File: config.mk
export PLATFORM = sky130hd
export DESIGN_NAME = button_debounce
export DESIGN_NICKNAME = d
export VERILOG_FILES = /design/src/rtl/button_debounce.sv
export SDC_FILE = /design/constraint.sdc
export NUM_CORES = 1
export LEC_CHECK = 0
export BUFFER_PORTS_ARGS = -buffer_cell sky130_fd_sc_hd__buf_2
export CAP_MARGIN = 30
export CELL_PAD_IN_SITES_DETAIL_PLACEMENT = 1
export CELL_PAD_IN_SITES_GLOBAL_PLACEMENT = 1
export CORE_ASPECT_RATIO = 0.75
export CORE_MARGIN = 3
export CORE_UTILIZATION = 40
export DETAILED_ROUTE_END_ITERATION = 10
export GPL_ROUTABILITY_DRIVEN = 0
export PLACE_DENSITY_LB_ADDON = 0.25
export SKIP_CTS_REPAIR_TIMING = 1
export SLEW_MARGIN = 20
export SYNTH_ARGS = -nofsm -noshare
export SYNTH_HDL_FRONTEND = slang
export SYNTH_SLANG_ARGS = --single-unit
File: constraint.sdc
create_clock -name CLK -period 2.15 [get_ports CLK]
set_input_delay 0 -clock CLK [delete_from_list [all_inputs] [get_ports CLK]]
set_output_delay 0 -clock CLK [all_outputs]
set_load 0.05 [all_outputs]
File: src/rtl/button_debounce.sv
// Pushbutton conditioner: two-flop synchronizer, debounce FSM, and one-cycle
// press / release / long-press event pulses, all registered in the CLK domain.
module button_debounce #(
    parameter int DEBOUNCE_COUNT   = 1_000_000,
    parameter int LONG_PRESS_COUNT = 100_000_000,
    parameter bit ACTIVE_LOW       = 1'b1
) (
    input  logic CLK,
    input  logic RST,
    input  logic BTN,
    output logic pressed,
    output logic press_pulse,
    output logic release_pulse,
    output logic long_press_pulse
);

    localparam int DEB_W  = (DEBOUNCE_COUNT < 1) ? 1 : $clog2(DEBOUNCE_COUNT + 1);
    localparam int HOLD_W = (LONG_PRESS_COUNT == 0) ? 1 : $clog2(LONG_PRESS_COUNT + 1);

    localparam logic [DEB_W-1:0]  DEB_LAST  = DEB_W'(DEBOUNCE_COUNT - 1);
    localparam logic [DEB_W-1:0]  DEB_ONE   = DEB_W'(1);
    localparam logic [DEB_W-1:0]  DEB_ZERO  = DEB_W'(0);
    localparam logic [HOLD_W-1:0] HOLD_LAST = HOLD_W'((LONG_PRESS_COUNT == 0) ? 0 : LONG_PRESS_COUNT - 1);
    localparam logic [HOLD_W-1:0] HOLD_ONE  = HOLD_W'(1);
    localparam logic [HOLD_W-1:0] HOLD_ZERO = HOLD_W'(0);
    localparam logic [HOLD_W-1:0] HOLD_MAX  = {HOLD_W{1'b1}};
    localparam bit                LONG_EN   = (LONG_PRESS_COUNT != 0);

    typedef enum logic [1:0] {
        S_RELEASED        = 2'd0,
        S_PRESS_PENDING   = 2'd1,
        S_PRESSED         = 2'd2,
        S_RELEASE_PENDING = 2'd3
    } state_t;

    logic              r_sync1;
    logic              r_sync2;
    state_t            r_state;
    logic [DEB_W-1:0]  r_deb_cnt;
    logic [HOLD_W-1:0] r_hold_cnt;
    logic              r_fired;
    logic              r_pressed;
    logic              r_press_pulse;
    logic              r_release_pulse;
    logic              r_long_pulse;
    logic              w_active;

    assign w_active = r_sync2 ^ ACTIVE_LOW;

    // Two-flop synchronizer on the raw pin, parked at the idle pin level in reset
    always_ff @(posedge CLK or posedge RST) begin
        if (RST) begin
            r_sync1 <= ACTIVE_LOW;
            r_sync2 <= ACTIVE_LOW;
        end else begin
            r_sync1 <= BTN;
            r_sync2 <= r_sync1;
        end
    end

    // Debounce state machine with registered level and event pulses
    always_ff @(posedge CLK or posedge RST) begin
        if (RST) begin
            r_state         <= S_RELEASED;
            r_deb_cnt       <= DEB_ZERO;
            r_hold_cnt      <= HOLD_ZERO;
            r_fired         <= 1'b0;
            r_pressed       <= 1'b0;
            r_press_pulse   <= 1'b0;
            r_release_pulse <= 1'b0;
            r_long_pulse    <= 1'b0;
        end else begin
            r_press_pulse   <= 1'b0;
            r_release_pulse <= 1'b0;
            r_long_pulse    <= 1'b0;
            case (r_state)
                S_RELEASED: begin
                    if (w_active) begin
                        r_state   <= S_PRESS_PENDING;
                        r_deb_cnt <= DEB_ZERO;
                    end else begin
                        r_state <= S_RELEASED;
                    end
                end
                S_PRESS_PENDING: begin
                    if (!w_active) begin
                        r_state <= S_RELEASED;
                    end else if (r_deb_cnt == DEB_LAST) begin
                        r_state       <= S_PRESSED;
                        r_pressed     <= 1'b1;
                        r_press_pulse <= 1'b1;
                        r_hold_cnt    <= HOLD_ZERO;
                    end else begin
                        r_deb_cnt <= r_deb_cnt + DEB_ONE;
                    end
                end
                S_PRESSED: begin
                    if (!w_active) begin
                        r_state   <= S_RELEASE_PENDING;
                        r_deb_cnt <= DEB_ZERO;
                    end else if (LONG_EN && !r_fired && (r_hold_cnt == HOLD_LAST)) begin
                        r_long_pulse <= 1'b1;
                        r_fired      <= 1'b1;
                    end else if (!r_fired && (r_hold_cnt != HOLD_MAX)) begin
                        // Saturating so a disabled long-press never wraps the hold counter
                        r_hold_cnt <= r_hold_cnt + HOLD_ONE;
                    end else begin
                        r_hold_cnt <= r_hold_cnt;
                    end
                end
                S_RELEASE_PENDING: begin
                    // Hold count and fired flag survive a bounce back to PRESSED
                    if (w_active) begin
                        r_state <= S_PRESSED;
                    end else if (r_deb_cnt == DEB_LAST) begin
                        r_state         <= S_RELEASED;
                        r_pressed       <= 1'b0;
                        r_release_pulse <= 1'b1;
                        r_hold_cnt      <= HOLD_ZERO;
                        r_fired         <= 1'b0;
                    end else begin
                        r_deb_cnt <= r_deb_cnt + DEB_ONE;
                    end
                end
                default: begin
                    r_state   <= S_RELEASED;
                    r_pressed <= 1'b0;
                end
            endcase
        end
    end

    assign pressed          = r_pressed;
    assign press_pulse      = r_press_pulse;
    assign release_pulse    = r_release_pulse;
    assign long_press_pulse = r_long_pulse;

endmodule

==> results of run 1 <==
## kinds of logic (layout without fill, tap and decap cells)
kind of cell             after synthesis  in the layout
XOR/XNOR                              12             12
AO/OA/AOI/OAI                        100            100
buffers and inverters                 28             98
multiplexers                           4              4
adder cells (fa/ha/maj)                2              2
flip-flops                            56             56
AND/OR/NAND/NOR                      142            142
## sequential cells by signal, indices dropped and copies added, names as in the netlist, named ones only
register          count
r_fired               1
long_press_pulse      1
r_state               1
pressed               1
r_deb_cnt            20
release_pulse         1
r_hold_cnt           27
r_sync1               1
r_sync2               1
press_pulse           1
## power breakdown
part	internal, mW	total (mW)	switching, mW
Combinational	0.0371	0.104	0.0670
Sequential	1.06	1.07	0.0101
Clock	0.264	0.617	0.353
Total	1.37	1.80	0.430
## placed cells by master (no fill, tap or decap), types with 5 or more instances in the layout
master	n
buf_2	6
inv_1	12
a41oi_1	5
and2_1	6
o21a_1	6
dfrtp_1	52
a31oi_1	25
a31oi_2	7
nand4_1	10
xnor2_1	9
nand3_1	13
nand2_1	31
clkbuf_8	6
o21ai_0	17
nor4_1	11
nor2_1	22
a21oi_1	15
buf_4	64
nor3_1	11
and3_1	6
## worst min-delay path, stage by stage
cell           delay (ns)
dlygate4sd3_1        0.53
buf_2                0.12
inv_2                0.47
## layout make-up
class	count	share of cell area, %
multi-input cells	260	44.2
clock buffers	8	2.20
inverters	13	1.19
repair buffers	77	15.1
well taps	101	3.08
flip-flops and latches	56	34.3
## per-stage QoR
stage	area, sq um	hold slack [ns]
2_1_floorplan	3170	0.00448
3_3_place_gp	3730	0.105
3_5_place_dp	3730	0.107
4_1_cts	3820	-0.235
5_1_grt	4100	0.322
6_report	4100	0.312
## worst max path at each step
stage / from / endpoint / slack [ns] / depth (start not counted)
4_1_cts: r_hold_cnt[11] / r_hold_cnt[25] / -0.04 / 6
6_report: r_hold_cnt[10] / r_hold_cnt[1] / -0.002 / 8
3_3_place_gp: r_hold_cnt[11] / r_hold_cnt[25] / 0.04 / 6
5_1_grt: r_hold_cnt[0] / r_hold_cnt[26] / -0.12 / 8
3_5_place_dp: r_deb_cnt[11] / r_deb_cnt[6] / 0.005 / 6
2_1_floorplan: r_hold_cnt[0] / r_hold_cnt[24] / 0.06 / 7
## routing by layer
layer | vias to the layer above | wire, microns
met4 | 0 | 168
met3 | 20 | 705
met5 | - | 0
met1 | 1646 | 5010
li1 | 1442 | -
met2 | 114 | 4710
==> metrics.md, run 1 <==
| Metric | Value |
|---|---|
| Outcome | finished with violations |
| Violated checks | setup timing |
| Cell leakage power | 1.72 nW |
| Dominant cell type by area after synthesis | dfrtp_1 |
| Overflow after GRT | 0 |
| Seq cells post-synth | 56 |
| CTS HTree Levels | 2 |
| Worst VDD drop | 0.247 mV |
| Fin. Hold Viols | 0 |
| Total chip power | 1.80 mW |
| Ys flop type | dfrtp_1 |
| CTS max path bufs | 2 |
| Pwr/cell area | 438 nW/um^2 |
| Global Route met3 Usage | 3.81% |
| Number of DRC markers in iteration 0 | 209 |
| Pre-CTS setup slack | 0.00473 ns |
| Hpwl dp | 7.28 mm |
| Clk_lat worst skew | 0.32 ns |
| Final min period | 2.15 ns |
| DR WL/cell | 20.6 microns |
| CTS tree | yes |
| Synth Area in Compound Gates | 21.4% |
| Placeable Area | 7500 sq um |
| Vias in the first global route | 3,189 |
| Synth area leaders | dfrtp_1, a31oi_1, nand2_1 |
| Crit-path leading delay family | compound AO/OA/AOI/OAI gates |
| Clk sink count | 56 |
| Critical path type | flip-flop to flip-flop |
| Met1 Use GR | 35.9% |
| Final setup violation count | 1 |
| Met2 GRT Util | 32.8% |
| Reg-to-Reg Start | r_hold_cnt[10] |
| Drt pass-1 iters | 5 |
| CTS clk-pin slew, worst paths | 0.10 ns |
| Antenna Nets Post-Route | 0 |
| CP most frequent cell | buf_4 |
| Placed cells | 496 |
| Fillcell total | 904 |
| Cell count of the worst reg-to-reg path | 8 |
| Synth unique cells | 53 |
| RSZ-0062 raised after global routing | yes |
| Multi-input logic area | 1810 sq um |
| Buf/Inv on CP | 3 |
| CP startpoint kind | flip-flop |
| Initial antenna violation count | 0 |
| Crit share post-route | 100% |
| Critical path's largest stage delay | 0.45 ns |
| CP Capture Type | flip-flop |
| Largest net degree at the start of global routing | 32 |
| EDFF count, synth | 0 |
| Synth cell count leaders | dfrtp_1, nand2_1, a31oi_1 |
| Simple-Gate Fraction of Synth Area | 24.9% |
| First-pass GRT wire length | 16.6 mm |
| Post-synthesis adder-cell area fraction | 0.790% |
| Max-Cap Viols | 0 |
| Mapped Cells | 344 |
| Most Crowded Layer GR | met1 |
| Full die area | 9030 sq um |
| Post-Syn Area | 3170 sq um |
| Worst-Margin Slew | 0.716 ns |
| Flop-to-flop setup slack | -0.002 ns |
| Syn_nets | 349 |
| PortBufs | 6 |
| Initial core utilization | 42.2% |
| Final worst slack | -0.00211 ns |
| RR Endpoint | r_hold_cnt[1] |
| Yosys warns | 0 |
| Seq/Total Area, Yosys | 44.3% |
| Height of the die | 83.1 microns |
| Syn_area_per_cell | 9.21 sq um |
| Worst path slowest cell | a211oi_1 |
| DRC errors left | 0 |
| Final Slew Violations | 0 |
| Worst path arrival time | 2.40 ns |
| Register area | 1410 sq um |
| CP Cell Sequence | buf_4 > nand4_1 > nor4_4 > buf_4 > a211oi_1 > o22a_4 > buf_12 > mux2i_1 |
| CTS buffer count | 5 |
| Vias per inst | 6.26 |
| # diodes | 0 |
| Async SR Flop Fraction | 100% |
| Synth Area in XOR/XNOR | 3.56% |
| Worst EP required | 2.40 ns |
| Number of I/O pins | 7 |
| Overall routed net length | 10.6 mm |
| Gr usage total | 22.8% |
| Hold Path Class | input pin to asynchronous set/reset pin |
| Top-area cell type share of the netlist area | 42.7% |
| Row cnt | 27 |
| Die X | 109 microns |
| Utilization after layout | 54.7% |
| Post-route insts no fill | 515 |
| Setup_tns | -0.00211 ns |
| Nets@finish | 418 |
| Max Clock Freq | 0.465 GHz |
| CTS Root Cell | clkbuf_8 |
| Multiplexer area fraction after synthesis | 1.26% |
| Max_slew headroom | 51.9% |
| Main combinational cell family by area after synthesis | simple AND/OR/NAND/NOR gates |
| Worst Path Max Fanout | 8 |
| Ratio of cells with drive above 1 in the final layout | 30.0% |
| Vias | 3,222 |
| Synth-to-layout area growth | 29.6% |
| Top-count cell post-synth | dfrtp_1 |
| Skew final | 0.00527 ns |
Note: power is estimated with default switching activity, not from simulation.
==> run 2: changes to the inputs <==
Settings changed: CORE_MARGIN 3 to not set.
==> metrics.md, run 2 (synthesis gave the netlist of run 1 again) <==
| Metric | Value |
|---|---|
| Ratio of cells with drive above 1 in the final layout | 34.9% (+5.0 points) |
| Overflow after GRT | 0 (unchanged) |
| Commonest non-fill, non-tap cell in the layout | buf_4 |
| Initial antenna violation count | 0 (unchanged) |
| Net Switching | 0.462 mW (+7.4%) |
| CTS HTree Levels | 2 (unchanged) |
| Row cnt | 27 (unchanged) |
| Register area | 1410 sq um (unchanged) |
| Placeable Area | 7500 sq um (unchanged) |
| Skew final | 0.00852 ns (+0.00326 ns) |
| Vias in the first global route | 3,036 (-4.8%) |
| CP startpoint kind | flip-flop |
| Number of DRC markers in iteration 0 | 212 (+1.4%) |
| Overall routed net length | 11.7 mm (+11%) |
| Vias | 3,289 (+2.1%) |
| Final setup violation count | 24 (+23) |
| Clk_lat worst skew | 0.33 ns (about the same) |
| # diodes | 0 (unchanged) |
| Final Slew Violations | 0 (unchanged) |
| Full die area | 8280 sq um (-8.3%) |
| Final worst slack | -0.103 ns (-0.101 ns) |
| CTS clk-pin slew, worst paths | 0.10 ns (about the same) |
| Cell leakage power | 1.74 nW (+1.2%) |
| Violated checks | setup timing |
| Placed cells | 498 (+0.40%) |
| Die X | 105 microns (-3.7%) |
| Number of I/O pins | 7 (unchanged) |
| Fillcell total | 859 (-5.0%) |
| Clock power frac | 37.9% (+3.5 points) |
| Antenna Nets Post-Route | 0 (unchanged) |
| Outcome | finished with violations |
| Switching share of total power | 24.1% (+0.20 points) |
| Commonest cells after routing, fill and taps aside | buf_4, dfrtp_1, nand2_1 |
| Multi-input logic area | 2010 sq um (+11%) |
| Critical path type | flip-flop to flip-flop |
| Max_slew headroom | 62.7% (+11 points) |
| Post-route insts no fill | 519 (+0.78%) |
| Worst VDD drop | 0.274 mV (+11%) |
| Pwr/cell area | 440 nW/um^2 (+0.48%) |
| Clk sink count | 56 (unchanged) |
| Max-Cap Viols | 0 (unchanged) |
| First-pass GRT wire length | 16.3 mm (-2.2%) |
| PortBufs | 6 (unchanged) |
| Largest Register | r_hold_cnt |
| Setup_tns | -1.15 ns (-1.15 ns) |
| Max Clock Freq | 0.444 GHz (-4.5%) |
| CP Capture Type | flip-flop |
| CTS buffer count | 5 (unchanged) |
| Fin. Hold Viols | 0 (unchanged) |
| Vias per inst | 6.34 (+1.3%) |
| Sequential power share | 56.2% (-3.6 points) |
| Pint | 1.45 mW (+6.3%) |
| DR WL/cell | 22.6 microns (+9.8%) |
| Drt pass-1 iters | 4 (-1) |
| Hold Path Class | input pin to asynchronous set/reset pin |
| Worst path arrival time | 2.49 ns (+0.09 ns) |
| CTS Root Cell | clkbuf_8 |
| Synth-to-layout area growth | 37.4% |
| Largest net degree at the start of global routing | 28 (-13%) |
| Gr usage total | 25.3% (+2.5 points) |
| Worst-Margin Slew | 0.555 ns (-0.161 ns) |
| Largest register FFs | 27 (unchanged) |
| DRC errors left | 0 (unchanged) |
| Comb power frac | 5.9% (about the same) |
| RSZ-0062 raised after global routing | yes |
| Height of the die | 79.1 microns (-4.8%) |
| Final min period | 2.25 ns (+0.101 ns) |
| Initial core utilization | 42.2% (unchanged) |
| Worst EP required | 2.39 ns (about the same) |
| CTS tree | yes |
| Crit share post-route | 105% (+4.7 points) |
| Largest registers | r_hold_cnt x27, r_deb_cnt x20 |
| Nets@finish | 422 (+0.96%) |
| Pre-CTS setup slack | -0.0412 ns (-0.0460 ns) |
| CTS max path bufs | 2 (unchanged) |
| Worst Path Max Fanout | 7 (-1) |
| Hpwl dp | 7.40 mm (+1.6%) |
-- run 2: changes by cell type in the layout (fill, tap and decap cells not counted), sizes merged --
cell    before  now
bufinv       0    1
clkinv       0    1
buf         74   78
clkbuf       9    7
-- run 2: stage by stage --
stage | area, sq um | hold slack [ns] | utilization (%) | total power [mW]
after floorplan | 3170 | 0.00448 | - | 1.15
after detailed placement | 3740 | -0.0632 | 49.9 | 1.20
after global routing | 4350 | 0.162 | 58.0 | 1.97
after CTS | 3850 | -0.407 | 51.3 | 1.91
final | 4350 | 0.126 | 58.0 | 1.91
after global placement | 3740 | -0.0707 | 49.9 | 1.19
-- run 2: metal layers --
metal / GRT usage [%] / vias to the layer above / wire length [microns] / part of all wire (%)
met2: 36.3 / 137 / 5190 / 44
li1: - / 1444 / - / -
met1: 39.4 / 1672 / 5400 / 46
met4: 6.34 / 0 / 336 / 2.9
met5: 0 / - / 0 / 0
met3: 3.78 / 36 / 789 / 6.7
-- run 2: power groups by stage --
stage	Clock (mW)	Sequential (mW)	Combinational, mW
global route	0.766	1.08	0.123
CTS	0.730	1.08	0.103
floorplan	0	1.10	0.0509
finish	0.725	1.08	0.113
detailed placement	0	1.10	0.103
global placement	0	1.09	0.0986
-- run 2: final timing paths --
path	from	end	slack (ns)	cells past startpoint
hold / removal	RST	r_hold_cnt[16]	0.13	3
setup / recovery	r_hold_cnt[9]	r_hold_cnt[9]	-0.10	6
min in group CLK	BTN	r_sync1	0.32	2
setup reg to reg	r_hold_cnt[9]	r_hold_cnt[9]	-0.10	6
hold reg to reg	r_sync1	r_sync2	0.38	0
max in group asynchronous	RST	r_sync1	1.33	4
-- run 2: worst max-delay path, stage by stage, from the launching register on --
cell       delay [ns]
dfrtp_2          0.46
or4_4            0.51
nor4_4           0.38
a21oi_2          0.16
o22a_4           0.32
clkbuf_16        0.19
a21oi_1          0.16
-- run 2: layout make-up --
type                            instances  share of cell area [%]
Tap cell                              101                    2.90
Multi-Input combinational cell        260                    46.3
Inverter                               13                    1.12
Clock inverter                          2                   0.805
Sequential cell                        56                    32.3
Timing Repair Buffer                   81                    14.9
Clock buffer                            6                    1.67
